==> config.mk <==
export PLATFORM = sky130hd
export DESIGN_NAME = tm1640_writer_flat
export DESIGN_NICKNAME = d
export VERILOG_FILES = /design/src/rtl/tm1640_writer_if.sv /design/src/rtl/tm1640_writer.sv /design/src/flat_wrapper.sv
export SDC_FILE = /design/constraint.sdc
export NUM_CORES = 1
export LEC_CHECK = 0
export CORE_MARGIN = 1
export CORE_UTILIZATION = 30
export DETAILED_ROUTE_END_ITERATION = 6
export GPL_TIMING_DRIVEN = 0
export PLACE_DENSITY_LB_ADDON = 0.25
export SYNTH_ARGS = -nofsm -noshare
export SYNTH_HDL_FRONTEND = slang
export SYNTH_SLANG_ARGS = --single-unit
==> constraint.sdc <==
create_clock -name CLK -period 2.7 [get_ports CLK]
set_clock_uncertainty 0.05 [all_clocks]
set_input_delay 0.54 -clock CLK [delete_from_list [all_inputs] [get_ports CLK]]
set_output_delay 0.54 -clock CLK [all_outputs]
set_load 0.01 [all_outputs]
==> src/rtl/tm1640_writer_if.sv <==
// Request channel between the display sequencer and the TM1640 write engine:
// one command byte or one address/data pair per valid strobe, busy while framing.
interface tm1640_writer_if;
   logic       valid;
   logic [7:0] pos;
   logic [7:0] value;
   logic       busy;

   modport master (output valid, pos, value, input busy);
   modport slave  (input valid, pos, value, output busy);
endinterface

==> src/rtl/tm1640_writer.sv <==
// TM1640 two-wire write engine: start, LSB-first bytes, stop, at CLK_DIV clocks per state.
// Define TM1640_DATACMD_EN to prefix every address/data frame with a 8'h44 command frame.
module tm1640_writer #(
   parameter int unsigned CLK_DIV      = 12,
   parameter logic [7:0]  CMD_ONLY_POS = 8'hFF
) (
   input  logic          CLK,
   input  logic          RST_N,
   tm1640_writer_if.slave req,
   output logic          o_sclk,
   output logic          o_din
);

   typedef enum logic [2:0] {
      S_IDLE, S_START, S_BITLO, S_BITHI, S_STOP0, S_STOP1, S_STOP2
   } state_t;

   localparam int unsigned CW = (CLK_DIV > 1) ? $clog2(CLK_DIV) : 1;
   localparam logic [CW-1:0] CNT_MAX = CW'(CLK_DIV - 1);

   state_t        state_q, state_d;
   logic [CW-1:0] cnt_q, cnt_d;
   logic [15:0]   sh_q, sh_d;
   logic [4:0]    left_q, left_d;
   logic          sclk_q, sclk_d;
   logic          din_q, din_d;
   logic          busy_q, busy_d;
   logic          tick;

`ifdef TM1640_DATACMD_EN
   localparam logic [7:0] DATA_CMD = 8'h44;
   logic          pend_q, pend_d;
   logic [15:0]   data_q, data_d;
`endif

   assign tick     = (cnt_q == CNT_MAX);
   assign o_sclk   = sclk_q;
   assign o_din    = din_q;
   assign req.busy = busy_q;

   // NOTE: every variable gets its hold value first, so no path through the case infers a latch.
   always_comb begin
      state_d = state_q;
      cnt_d   = cnt_q;
      sh_d    = sh_q;
      left_d  = left_q;
      sclk_d  = sclk_q;
      din_d   = din_q;
      busy_d  = busy_q;
`ifdef TM1640_DATACMD_EN
      pend_d  = pend_q;
      data_d  = data_q;
`endif

      if (state_q != S_IDLE) begin
         cnt_d = tick ? '0 : cnt_q + CW'(1);
      end

      unique case (state_q)
         S_IDLE: begin
            if (req.valid) begin
               state_d = S_START;
               cnt_d   = '0;
               sclk_d  = 1'b1;
               din_d   = 1'b0;
               busy_d  = 1'b1;
               if (req.pos == CMD_ONLY_POS) begin
                  sh_d   = {8'h00, req.value};
                  left_d = 5'd8;
               end else begin
`ifdef TM1640_DATACMD_EN
                  sh_d   = {8'h00, DATA_CMD};
                  left_d = 5'd8;
                  pend_d = 1'b1;
                  data_d = {req.value, req.pos};
`else
                  sh_d   = {req.value, req.pos};
                  left_d = 5'd16;
`endif
               end
            end
         end

         S_START: begin
            if (tick) begin
               state_d = S_BITLO;
               sclk_d  = 1'b0;
               din_d   = sh_q[0];
            end else if (din_q) begin
               // Chained start: the line is still high from the previous stop, drop it now.
               din_d = 1'b0;
            end
         end

         S_BITLO: begin
            if (tick) begin
               state_d = S_BITHI;
               sclk_d  = 1'b1;
            end
         end

         S_BITHI: begin
            if (tick) begin
               sh_d   = sh_q >> 1;
               left_d = left_q - 5'd1;
               sclk_d = 1'b0;
               if (left_q == 5'd1) begin
                  state_d = S_STOP0;
                  din_d   = 1'b0;
               end else begin
                  state_d = S_BITLO;
                  din_d   = sh_q[1];
               end
            end
         end

         S_STOP0: begin
            if (tick) begin
               state_d = S_STOP1;
               sclk_d  = 1'b1;
            end
         end

         S_STOP1: begin
            if (tick) begin
               state_d = S_STOP2;
            end
         end

         S_STOP2: begin
            if (tick) begin
               din_d = 1'b1;
`ifdef TM1640_DATACMD_EN
               if (pend_q) begin
                  state_d = S_START;
                  sh_d    = data_q;
                  left_d  = 5'd16;
                  pend_d  = 1'b0;
               end else begin
                  state_d = S_IDLE;
                  busy_d  = 1'b0;
               end
`else
               state_d = S_IDLE;
               busy_d  = 1'b0;
`endif
            end
         end

         default: begin
            state_d = S_IDLE;
         end
      endcase
   end

   // NOTE: state registers use non-blocking assignments so all of them update together on the edge.
   always_ff @(posedge CLK or negedge RST_N) begin
      if (!RST_N) begin
         state_q <= S_IDLE;
         cnt_q   <= '0;
         sh_q    <= '0;
         left_q  <= '0;
         sclk_q  <= 1'b1;
         din_q   <= 1'b1;
         busy_q  <= 1'b0;
`ifdef TM1640_DATACMD_EN
         pend_q  <= 1'b0;
         data_q  <= '0;
`endif
      end else begin
         state_q <= state_d;
         cnt_q   <= cnt_d;
         sh_q    <= sh_d;
         left_q  <= left_d;
         sclk_q  <= sclk_d;
         din_q   <= din_d;
         busy_q  <= busy_d;
`ifdef TM1640_DATACMD_EN
         pend_q  <= pend_d;
         data_q  <= data_d;
`endif
      end
   end

endmodule

==> src/flat_wrapper.sv <==
// flat-port wrapper written by rule: the top's interface ports become plain ports
module tm1640_writer_flat 
#(
   parameter int unsigned CLK_DIV      = 12,
   parameter logic [7:0]  CMD_ONLY_POS = 8'hFF
)
  (CLK, RST_N, o_sclk, o_din, req_valid, req_pos, req_value, req_busy);
  tm1640_writer_if req_i ();
  input  logic CLK;
  input  logic RST_N;
  output logic o_sclk;
  output logic o_din;
  input wire logic [$bits(req_i.valid)-1:0] req_valid;
  input wire logic [$bits(req_i.pos)-1:0] req_pos;
  input wire logic [$bits(req_i.value)-1:0] req_value;
  output wire logic [$bits(req_i.busy)-1:0] req_busy;
  assign req_i.valid = req_valid;
  assign req_i.pos = req_pos;
  assign req_i.value = req_value;
  assign req_busy = req_i.busy;
  tm1640_writer #(.CLK_DIV(CLK_DIV), .CMD_ONLY_POS(CMD_ONLY_POS)) u_core (.CLK(CLK), .RST_N(RST_N), .req(req_i), .o_sclk(o_sclk), .o_din(o_din));
endmodule
## Yosys cells after proc, flatten, opt, wreduce, memory -nomap -nowiden

Index checks and enable logic that the tools add are counted.

| word-level totals | value |
|---|---|
| flip-flop bits (word level) | 31 |
| input bits | 19 |
| output and inout bits | 3 |
| word-level logic and storage cells | 71 |

| operators by class | value |
|---|---|
| $add $sub $neg | 2 |
| eq/ne operators | 18 |
| muxes and demuxes | 31 |
| reduce and logical (&&, ||, !) cells | 13 |

Operator list:

| cell | number |
|---|---|
| 2-to-1 mux 16 bit | 3 |
| case mux 16 bit (2 select lines) | 1 |
| 2-to-1 mux 3 bit | 8 |
| case mux 3 bit (7 select lines) | 1 |
| 2-to-1 mux 4 bit | 4 |
| inequality test 2 x 1 -> 1 bit (second input constant) | 8 |
| 2-to-1 mux 5 bit | 3 |
| case mux 5 bit (2 select lines) | 1 |
| == test 3 bit (second input constant) | 3 |
| == test 8 bit (second input constant) | 1 |
| AND reduction 4 bit | 2 |
| 2-to-1 mux 1 bit | 7 |
| AND reduction 7 bit | 1 |
| == test 3 x 2 -> 1 bit (second input constant) | 2 |
| AND reduction 3 bit | 2 |
| nonzero test 3 bit | 2 |
| == test 5 x 1 -> 1 bit (second input constant) | 1 |
| subtractor 5 x 1 -> 5 bit (second input constant) | 1 |
| adder 4 x 1 -> 4 bit (second input constant) | 1 |
| == test 4 bit (second input constant) | 1 |
| case mux 1 bit (4 select lines) | 1 |
| nonzero test 2 bit | 2 |
| nonzero test 4 bit | 1 |
| OR reduction 2 bit | 2 |
| other kinds (5) | 5 |

## Longest topological paths before layout

Gate-level depths: netlist of the first run.

| depth | value |
|---|---|
| depth in word-level cells | 5 |
| mapped depth | 7 |
| depth with buffers taken out | 6 |

## Worst setup path before layout of the first run

No wires, ideal clock.

| timing path | value |
|---|---|
| kind | register to register |
| from | register u_core.cnt_q[0] |
| to | register u_core.left_q[2] |
| library setup time | 0.120 ns |
| arrival time | 1.595 ns |
| required time | 2.530 ns |
| slack | 0.936 ns |
| stages on the path, launching flop included | 7 |
| path buffers | 1 |
| clock period less this slack | 1.764 ns |
| cells stage by stage | dfrtp_1 > ha_1 > nand3b_1 > o31ai_1 > buf_6 > a21oi_1 > a31o_1 |

| between the ends | value |
|---|---|
| word-level cells in the longest chain between the ends | 3 |

Ends and longest elaborated chain:

| what | line | text |
|---|---|---|
| start: declaration | tm1640_writer.sv:22 | `logic [CW-1:0] cnt_q, cnt_d;` |
| start signal: assignment | tm1640_writer.sv:172 | `cnt_q <= cnt_d;` |
| == test 4 bit | tm1640_writer.sv:36 | `assign tick = (cnt_q == CNT_MAX);` |
| inequality test 2 x 1 -> 1 bit (no line) | - |  |
| AND reduction 3 bit (no line) | - |  |
| end signal: assignment | tm1640_writer.sv:174 | `left_q <= left_d;` |
| end: declaration | tm1640_writer.sv:24 | `logic [4:0] left_q, left_d;` |

Every way passes these cells.
A chain may end at the register's enable or synchronous reset.

## Worst setup path after layout of the first run

| timing path | value |
|---|---|
| from | input port req_valid |
| to | register u_core.sh_q[3] |

| between the ends | value |
|---|---|
| word-level cells in the longest chain between the ends | 2 |

Ends and longest elaborated chain:

| what | line | text |
|---|---|---|
| start: declaration | flat_wrapper.sv:13 | `input wire logic [$bits(req_i.valid)-1:0] req_valid;` |
| inequality test 2 bit (no line) | - |  |
| AND reduction 3 bit (no line) | - |  |
| end signal: assignment | tm1640_writer.sv:161 | `sh_q <= '0;` |
| end signal: assignment | tm1640_writer.sv:173 | `sh_q <= sh_d;` |
| end: declaration | tm1640_writer.sv:23 | `logic [15:0] sh_q, sh_d;` |

Every way passes these cells.

==> results of run 1 <==
cell usage after synthesis (all sizes together) (5+ instances only):
cell type | count | area, µm²
nor2 | 30 | 113
dfrtp | 29 | 726
a21oi | 20 | 100
nand2 | 14 | 52.6
o21ai | 12 | 60.1
o211ai | 9 | 67.6
clkbuf | 8 | 30.0
nand4b | 8 | 70.1
a221oi | 7 | 61.3
inv | 7 | 26.3
buf | 6 | 55.1
nor3 | 5 | 25.0
routing by layer:
| metal | vias up | global-route usage [%] | part of all wire, % |
|---|---|---|---|
| met5 | - | 0 | 0 |
| met4 | 0 | 7.04 | 1.4 |
| met3 | 5 | 3.49 | 2.7 |
| met2 | 19 | 23.1 | 46 |
| met1 | 761 | 19.7 | 50 |
| li1 | 783 | - | - |
power groups by stage:
stage	Clock (mW)	Combinational (mW)	Sequential (mW)
finish	0.353	0.845	0.823
global route	0.392	0.969	0.852
CTS	0.362	0.854	0.822
detailed placement	0	0.851	0.829
global placement	0	0.844	0.828
floorplan	0	0.634	0.803
area by class of cell:
type                       instances  area, µm²  share of cell area, %
buffer                            14       85.1                   4.00
clock buffer                       5       68.8                   3.23
clock inverter                     3       15.0                  0.705
inverter                           7       26.3                   1.23
multi-input combinational        143        860                   40.4
sequential                        31        778                   36.6
tap                               72       90.1                   4.23
timing repair buffer              21        205                   9.64
flip-flops by register name (all words and copies together) (netlist names):
register and count:
u_core.cnt_q 4, u_core.left_q 5, u_core.req.busy 1, u_core.o_din 1, u_core.state_q 3, u_core.o_sclk 1, u_core.sh_q 16
worst max path at each step:
stage                                    from                      endpoint  slack (ns)  cells after the start
floorplan           u_core.cnt_q[0]$_DFF_PN0_  u_core.left_q[2]$_DFFE_PN0P_        0.94                      6
global placement                    req_valid    u_core.sh_q[4]$_DFFE_PN0P_        0.20                      7
detailed placement                  req_valid  u_core.left_q[2]$_DFFE_PN0P_        0.22                      6
CTS                                 req_valid   u_core.sh_q[11]$_DFFE_PN0P_        0.51                      6
global route        u_core.cnt_q[0]$_DFF_PN0_   u_core.sh_q[14]$_DFFE_PN0P_        0.36                      6
finish                              req_valid    u_core.sh_q[3]$_DFFE_PN0P_        0.51                      7
cell families (layout without fill, tap and decap cells):
family	count (synthesis)	after routing
AND/OR/NAND/NOR	71	71
AO/OA/AOI/OAI	68	68
buffers and inverters	21	50
adder cells (fa/ha/maj)	3	3
flip-flops	31	31
XOR/XNOR	1	1
stage by stage:
stage          utilization (%)  instances
3_3_place_gp              36.8        288
2_1_floorplan                -        195
5_1_grt                   38.2        296
6_report                  38.2        296
3_5_place_dp              36.7        288
4_1_cts                   38.2        296
==> results.md, run 1 <==
* FF+latch count, synth at 31
* Outcome: finished clean
* Finished Cell Area at 0.00213 mm²
* Max-cap viol count at 0
* CTS clk-pin slew, worst paths at 0.07 ns
* Switch Pwr at 0.794 mW
* Initial DRC Count at just under 80
* # setup viols final at 0
* Setup Buffers After CTS at 0
* Seq/Total Area, Yosys at between 40% and 50%
* Placeable Area at around 0.0056 mm²
* First-pass GRT wire length at between 7000 and 8000 µm
* # fillers at 575
* Simple-gate share of the synthesized area at a little over a fifth
* Final Hold Vio Count at 0
* P&R area growth vs syn at 21.7%
* Sequential Power Share at about two fifths
* WL/cell at between 10 and 15 µm
* Initial Utilization at between 30% and 40%
* Pwr dens at about 950 mW/mm²
* Post-Syn Area per Cell at ~9.0 µm²
* Post-layout minimum cycle time at between 2 and 2.5 ns
* FF-to-FF Start: u_core.cnt_q[0]$_DFF_PN0_
* Critical path endpoint category: flop
* WHS at about 0.26 ns
* # resized after CTS at 0
* Crit Path Category: input port to flop
* Reg-to-reg slack, setup at about 0.61 ns
* Total gr overflow at 0
* Power Internal at around 1.2 mW
* CP Buf/Inv Count at 3
* Initial antenna violation count at 0
* Area of the die at a little over 0.006 mm²
* VDD IR-drop max at between 0.3 and 0.4 mV
* Fmax at roughly 460 MHz
* Setup tns final at 0 ns
* Max Buffers Root-to-Sink at 2
* Ports at 22
* Mapped cell area at about 0.0017 mm²
* Gate Count Post-Synth at 195
* Share of cells above drive strength 1 at ~8.0%
* Detailed placement HPWL at ~3000 µm
* Post-synth EDFFs at 0
* Yosys cell types at 38
* Vias per cell at 5.30
* Floorplan die width at 78.4 µm
* Yosys warnings at 0
* Top_reg_cell synth: dfrtp_1
* DP Worst Slack at around 0.22 ns
* Std-Cell Rows at 27
* Commonest non-fill, non-tap cell in the layout: nor2_1
* Largest net degree at the start of global routing at 32
* RSZ-0062 raised after global routing: no
* Placed cell areas at 0.00204 mm²
* Drt pass-1 iters at 4
* Nets@finish at between 200 and 250
* Synth Area in XOR/XNOR at less than 1%
* CTS tree: yes
* Height of the die at 78.4 µm
* Synth Net Count at ~220
* Skew-Pair Late Insertion Delay at 0.28 ns
* Total Routing Usage GR at between 10% and 20%
* Actual slew at the worst max-slew pin at between 0.7 and 0.8 ns
* Cell family with most CP delay: buffers and inverters
* Via Count at ~1600
* Fin worst setup slack at between 0.5 and 0.6 ns
* Hold Buf Count CTS at 0
* Buffers on Ports at 21
* Period utilization at 81.2%
* Routability cong. at around 0.76
* Fraction of the mapped netlist area in adder cells at about 2.1%
* Post-synthesis mux area share at 0%
* Final count of pins violating max slew at 0
* Comb pwr share at 41.8%
* H-Tree Depth at 2
* Ys async rst share at 100%
* Slowest-stage cell, CP: clkdlybuf4s50_1
* Arrival @ worst endpoint at 2.31 ns
* Main combinational cell family by area after synthesis: compound AO/OA/AOI/OAI gates
* Cell Chain, Critical Path: clkdlybuf4s50_1 > or4b_4 > o31a_1 > buf_6 > buf_6 > a21oi_1 > a21oi_1
* Clock power frac at 17.5%
* Vias in the first global route at roughly 1500
* DRC Markers at 0
* Final Power at roughly 2.0 mW
* Max-slew headroom at 50.9%
* Total CTS buffers at 5
* N_diodes at 0
* Routed Antenna Nets at 0
* Worst Path Max Fanout at 10
* Worst Hold Class: input port to async pin
* Crit Reg-Reg Endpoint: u_core.left_q[2]$_DFFE_PN0P_
* Post-synthesis compound-gate area fraction at approximately 26%
* CP max stage delay at 0.64 ns
* Leakage at a little over 0.8 nW
* Crit path required time at ~2.8 ns
* Routed WL at just over 4000 µm
* CTS Root Cell: clkbuf_8
* Commonest cells after routing, fill and taps aside: nor2_1, dfrtp_1, a21oi_1, clkdlybuf4s50_1, nand2_1
* Worst Setup Start Kind: input port
* Reg2reg path depth at 6
* CTS Sinks at 31
* Switch share at 39.3%
Note: power is estimated with default switching activity, not from simulation.
==> inputs of run 2 (changes only) <==
- clock period: 2.7 -> 1.8 ns (I/O delays scaled with it)
==> run 2 against run 1 <==
The run now ends with negative setup slack left. Critical path type is now flop to flop. Largest power group unchanged. Utilization increased by 2.6 points. Highest routed layer unchanged. Via count increased by 3.8%. Sequential share of layout area decreased by 2.3 points.
==> results.md, run 2 (same netlist as run 1, synthesis figures left out) <==
* Outcome: finished, violations left
* Failing checks: negative setup slack
* Leakage at 0.878 nW (+7.2%)
* Floorplan die width at 78.4 µm (unchanged)
* Initial antenna violation count at 0 (unchanged)
* Fin worst setup slack at -0.0512 ns (-0.558 ns)
* CTS clk-pin slew, worst paths at 0.06 ns (about the same)
* Fmax at between 500 and 600 MHz
* Drt pass-1 iters at 4 (unchanged)
* Commonest non-fill, non-tap cell in the layout: nor2_1
* Skew-Pair Late Insertion Delay at 0.28 ns (about the same)
* Total CTS buffers at 5 (unchanged)
* Arrival @ worst endpoint at 1.97 ns (-0.34 ns)
* # setup viols final at 13 (+13)
* CTS Sinks at 31 (unchanged)
* N_diodes at 0 (unchanged)
* RSZ-0062 raised after global routing: yes
* Height of the die at 78.4 µm (unchanged)
* Critical path endpoint category: flop
* Nets@finish at 251 (+2.4%)
* CTS Root Cell: clkbuf_8
* Max Buffers Root-to-Sink at 2 (unchanged)
* Share of cells above drive strength 1 at 18.3% (+10 points)
* Top reg by flops: u_core.sh_q
* Hold Buf Count CTS at 0 (unchanged)
* Area of the die at 0.00614 mm² (unchanged)
* Final count of pins violating max slew at 0 (unchanged)
* Actual slew at the worst max-slew pin at 0.727 ns (-0.00385 ns)
* P&R area growth vs syn at 29.9%
* Placeable Area at 0.00557 mm² (unchanged)
* Reg2reg path depth at 6 (unchanged)
* Crit path required time at 1.92 ns (-0.89 ns)
* Period utilization at 103%
* CTS tree: yes
* WL/cell at 14.5 µm (+3.4%)
* DRC Markers at 0 (unchanged)
* Max-slew headroom at 51.5% (+0.63 points)
* Final core utilization at 40.8% (+2.6 points)
* Max-cap viol count at 0 (unchanged)
* Post-layout minimum cycle time at 1.85 ns
* Routed Antenna Nets at 0 (unchanged)
* Std-Cell Rows at 27 (unchanged)
* Vias per cell at 5.39 (+1.7%)
* Routability cong. at 0.762 (unchanged)
* Non-Filler Instances at 302 (+2.0%)
* Commonest cells after routing, fill and taps aside: nor2_1, dfrtp_1, clkdlybuf4s50_1
* Largest regs: u_core.sh_q (16), u_core.left_q (5), u_core.cnt_q (4)
* Total gr overflow at 0 (unchanged)
* Buffers on Ports at 21 (unchanged)
* Ports at 22 (unchanged)
* Initial Utilization at 31.4% (unchanged)
* Max FFs per register at 16 (unchanged)
* First-pass GRT wire length at 7220 µm (+1.7%)
* Worst Setup Start Kind: flop
* Placed Cells at 288 (unchanged)
* Final Power at 3.24 mW (+60%)
* Routed WL at 4370 µm (+5.5%)
* Pwr dens at 1430 mW/mm² (+50%)
* Via Count at 1627 (+3.8%)
* Initial DRC Count at 61 (-22%)
* VDD IR-drop max at 0.473 mV (+49%)
* H-Tree Depth at 2 (unchanged)
* Final Hold Vio Count at 0 (unchanged)
* Crit Path Category: flop to flop
* Total Routing Usage GR at 15.2% (+0.22 points)
* Vias in the first global route at 1535 (+1.5%)
* Worst Hold Class: input port to async pin
* Worst Path Max Fanout at 10 (unchanged)
* Largest net degree at the start of global routing at 32 (unchanged)
* Detailed placement HPWL at 2990 µm (unchanged)
-- run 2: routing by layer --
metal | global-route usage (%) | wire [µm]
met1 | 20.0 | 2110
met2 | 23.4 | 2090
met3 | 3.49 | 126
met4 | 7.04 | 43
met5 | 0 | 0
-- run 2: worst paths after layout --
kind	startpoint	endpoint	slack, ns
worst max-delay path	u_core.state_q[1]$_DFFE_PN0P_	u_core.left_q[1]$_DFFE_PN0P_	-0.05
worst min-delay path	RST_N	u_core.state_q[1]$_DFFE_PN0P_	0.08
worst max register to register	u_core.state_q[1]$_DFFE_PN0P_	u_core.left_q[1]$_DFFE_PN0P_	-0.05
worst min register to register	u_core.o_din$_DFFE_PN1P_	u_core.o_din$_DFFE_PN1P_	0.43
max in group asynchronous	RST_N	u_core.sh_q[11]$_DFFE_PN0P_	1.15
min in group CLK	u_core.o_din$_DFFE_PN1P_	u_core.o_din$_DFFE_PN1P_	0.43
-- run 2: where the power goes --
| group | internal [mW] | switching (mW) |
|---|---|---|
| combinational | 0.648 | 0.800 |
| sequential | 1.02 | 0.249 |
| clock | 0.264 | 0.261 |
-- run 2: through the flow --
stage	cell area, µm²	hold slack, ns	worst slack (ns)	setup TNS, ns
6_report	2270	0.0825	-0.0512	-0.352
5_1_grt	2270	0.113	-0.102	-1.12
4_1_cts	2180	0.104	-0.00301	-0.00312
3_5_place_dp	2040	0.409	-0.503	-9.61
3_3_place_gp	2050	0.404	-0.523	-19.75
2_1_floorplan	1750	0.0144	0.0355	0
-- run 2: timing repair --
action / in CTS / in global routing
setup buffers: 3 / 3
gates cloned: 0 / 2
gates resized for setup: 9 / 15
pin swaps: 4 / 5
endpoints found under the setup margin: 20 / 24
-- run 2: critical path, stage by stage, from the launching register on --
cell and delay, ns:
dfrtp_1 0.37, buf_6 0.12, or4b_4 0.56, o31a_1 0.16, buf_6 0.15, buf_12 0.14
a32o_1 0.19
-- run 2: layout make-up --
cell class	instances	area [µm²]
Timing Repair Buffer	29	259
Tap cell	72	90.1
Fill cell	559	3300
Clock inverter	3	15.0
Multi-Input combinational cell	143	943
Buffer	12	91.3
Inverter	7	26.3
Sequential cell	31	778
Clock buffer	5	68.8
==> inputs of run 3 (changes only) <==
- clock period: 1.8 -> 2 ns (I/O delays scaled with it)
==> run 3 against run 2 <==
The run now ends clean. Clock power down 9.1%. Fmax decreased by 1.1%. Global-route usage decreased by 0.12 points. Worst setup slack better by 0.18 ns. Final cell count unchanged. Register-to-register slack improved by 0.18 ns. Combinational power is 19% lower. Flip-flop and latch count stayed put.
==> results.md, run 3 (same netlist as run 1, synthesis figures left out) <==
* Comb pwr share at 42.4% (-2.2 points)
* Crit path required time at 2.11 ns (+0.19 ns)
* Crit Path Category: flop to flop
* CTS tree: yes
* Largest regs: u_core.sh_q (16), u_core.left_q (5), u_core.cnt_q (4)
* Vias in the first global route at 1523 (-0.78%)
* Post-layout minimum cycle time at 1.87 ns (+0.0213 ns)
* Final count of pins violating max slew at 0 (unchanged)
* Commonest cells after routing, fill and taps aside: nor2_1, dfrtp_1, a21oi_1
* Pwr dens at 1260 mW/mm² (-12%)
* Detailed placement HPWL at 2990 µm (unchanged)
* Actual slew at the worst max-slew pin at 0.726 ns (-0.000913 ns)
* DRC Markers at 0 (unchanged)
* Total Routing Usage GR at 15.0% (-0.12 points)
* Max FFs per register at 16 (unchanged)
* P&R area growth vs syn at 25.4%
* Reg-to-reg slack, setup at 0.13 ns (+0.18 ns)
* Arrival @ worst endpoint at 1.99 ns (+0.02 ns)
* # setup viols final at 0 (-13)
* Placed cell areas at 0.00204 mm² (unchanged)
* Floorplan die width at 78.4 µm (unchanged)
* WHS at 0.111 ns (+0.0289 ns)
* Crit Reg-Reg Endpoint: u_core.sh_q[3]$_DFFE_PN0P_
* Switch Pwr at 1.09 mW (-17%)
* CP max stage delay at 0.57 ns (about the same)
* Max-cap viol count at 0 (unchanged)
* Drt pass-1 iters at 4 (unchanged)
* Routed Antenna Nets at 0 (unchanged)
* Switch share at 39.5% (-0.84 points)
* Placeable Area at 0.00557 mm² (unchanged)
* Vias per cell at 5.32 (-1.3%)
* Placed Cells at 288 (unchanged)
* Worst Hold Class: input port to async pin
* Cell Chain, Critical Path: buf_6 > or4b_4 > o31a_1 > buf_6 > buf_6 > a21oi_1 > a21oi_1
* Finished Cell Area at 0.00219 mm² (-3.5%)
* Height of the die at 78.4 µm (unchanged)
* Commonest non-fill, non-tap cell in the layout: nor2_1
* Ports at 22 (unchanged)
* Fmax at 534 MHz (-1.1%)
* First-pass GRT wire length at 7130 µm (-1.2%)
* Slowest-stage cell, CP: or4b_4
* Worst Path Max Fanout at 10 (unchanged)
* Initial Utilization at 31.4% (unchanged)
* WL/cell at 13.9 µm (-4.1%)
* Max Buffers Root-to-Sink at 2 (unchanged)
* Total gr overflow at 0 (unchanged)
* Initial antenna violation count at 0 (unchanged)
* Worst Setup Start Kind: flop
* H-Tree Depth at 2 (unchanged)
* Largest net degree at the start of global routing at 32 (unchanged)
* CTS clk-pin slew, worst paths at 0.07 ns (about the same)
* Non-Filler Instances at 302 (unchanged)
* FF-to-FF Start: u_core.state_q[1]$_DFFE_PN0P_
* Top reg by flops: u_core.sh_q
* CTS Sinks at 31 (unchanged)
* Area of the die at 0.00614 mm² (unchanged)
* Max-slew headroom at 51.2% (-0.31 points)
* Period utilization at 93.6% (-9.2 points)
* N_diodes at 0 (unchanged)
* VDD IR-drop max at 0.424 mV (-10%)
* CTS Root Cell: clkbuf_8
* Routability cong. at 0.762 (unchanged)
* Sequential Power Share at 40.4% (+1.2 points)
* Via Count at 1606 (-1.3%)
* Buffers on Ports at 21 (unchanged)
* Power Internal at 1.67 mW (-14%)
* Leakage at 0.855 nW (-2.6%)
* Reg2reg path depth at 7 (+1)
* Nets@finish at 251 (unchanged)
* Clock power frac at 17.3% (+1.1 points)
* RSZ-0062 raised after global routing: no
* Share of cells above drive strength 1 at 11.7% (-6.5 points)
* Total CTS buffers at 5 (unchanged)
* Routed WL at 4190 µm (-4.1%)
* Critical path endpoint category: flop
* Top cell by count, worst path: buf_6
* Skew-Pair Late Insertion Delay at 0.28 ns (about the same)
* Initial DRC Count at 70 (+15%)
* Outcome: finished clean
* Final Hold Vio Count at 0 (unchanged)
* Std-Cell Rows at 27 (unchanged)
-- run 3: area by class of cell --
cell class	count	area, µm²
clock buffers	5	68.8
flip-flops and latches	31	778
multi-input cells	143	880
clock inverters	3	15.0
well taps	72	90.1
fillers	567	3380
plain buffers	14	86.3
inverters	7	26.3
repair buffers	27	249
-- run 3: repair_timing --
| item | 4_1_cts | 5_1_grt |
|---|---|---|
| cloned | 0 | 0 |
| setup endpoints to repair | 19 | 20 |
| pin swaps | 0 | 2 |
| gates resized for setup | 2 | 4 |
| hold buffers | 0 | 0 |
| buffers inserted | 0 | 6 |
-- run 3: worst max path at each step --
stage	start	cells past startpoint	slack, ns	end
floorplan	u_core.cnt_q[0]$_DFF_PN0_	6	0.24	u_core.left_q[2]$_DFFE_PN0P_
global placement	req_valid	7	-0.36	u_core.sh_q[4]$_DFFE_PN0P_
detailed placement	req_valid	6	-0.34	u_core.left_q[2]$_DFFE_PN0P_
CTS	u_core.cnt_q[0]$_DFF_PN0_	6	0.02	u_core.left_q[2]$_DFFE_PN0P_
global route	u_core.state_q[1]$_DFFE_PN0P_	6	0.008	u_core.sh_q[3]$_DFFE_PN0P_
finish	u_core.state_q[1]$_DFFE_PN0P_	7	0.13	u_core.sh_q[3]$_DFFE_PN0P_
-- run 3: power by group through the flow --
| stage | registers [mW] | logic [mW] | clock network, mW |
|---|---|---|---|
| finish | 1.12 | 1.17 | 0.477 |
| global route | 1.15 | 1.34 | 0.529 |
| CTS | 1.11 | 1.16 | 0.488 |
| detailed placement | 1.12 | 1.15 | 0 |
| global placement | 1.12 | 1.14 | 0 |
| floorplan | 1.08 | 0.856 | 0 |
-- run 3: per-layer routing --
metal  vias up  global-route usage [%]  wire length [µm]
met2        15                    23.2              1960
li1        797                       -                 -
met4         0                    7.04                63
met3         5                    3.49               103
met1       789                    19.8              2060
met5         -                       0                 0
-- run 3: stage by stage --
step / setup WS (ns) / util, % / power [mW] / TNS, ns
CTS: 0.0190 / 38.2 / 2.75 / 0
floorplan: 0.236 / - / 1.94 / 0
global route: 0.00837 / 39.3 / 3.02 / 0
detailed placement: -0.343 / 36.7 / 2.27 / -6.41
finish: 0.128 / 39.3 / 2.76 / 0
global placement: -0.363 / 36.8 / 2.26 / -11.81
-- run 3: critical path: cells and delay by family (launching register included) --
family,cells,cell delay [ns]
and+or+nand+nor,1,0.57
AOI/OAI and AO/OA,3,0.34
buffers and inverters,3,0.42
DFF,1,0.37
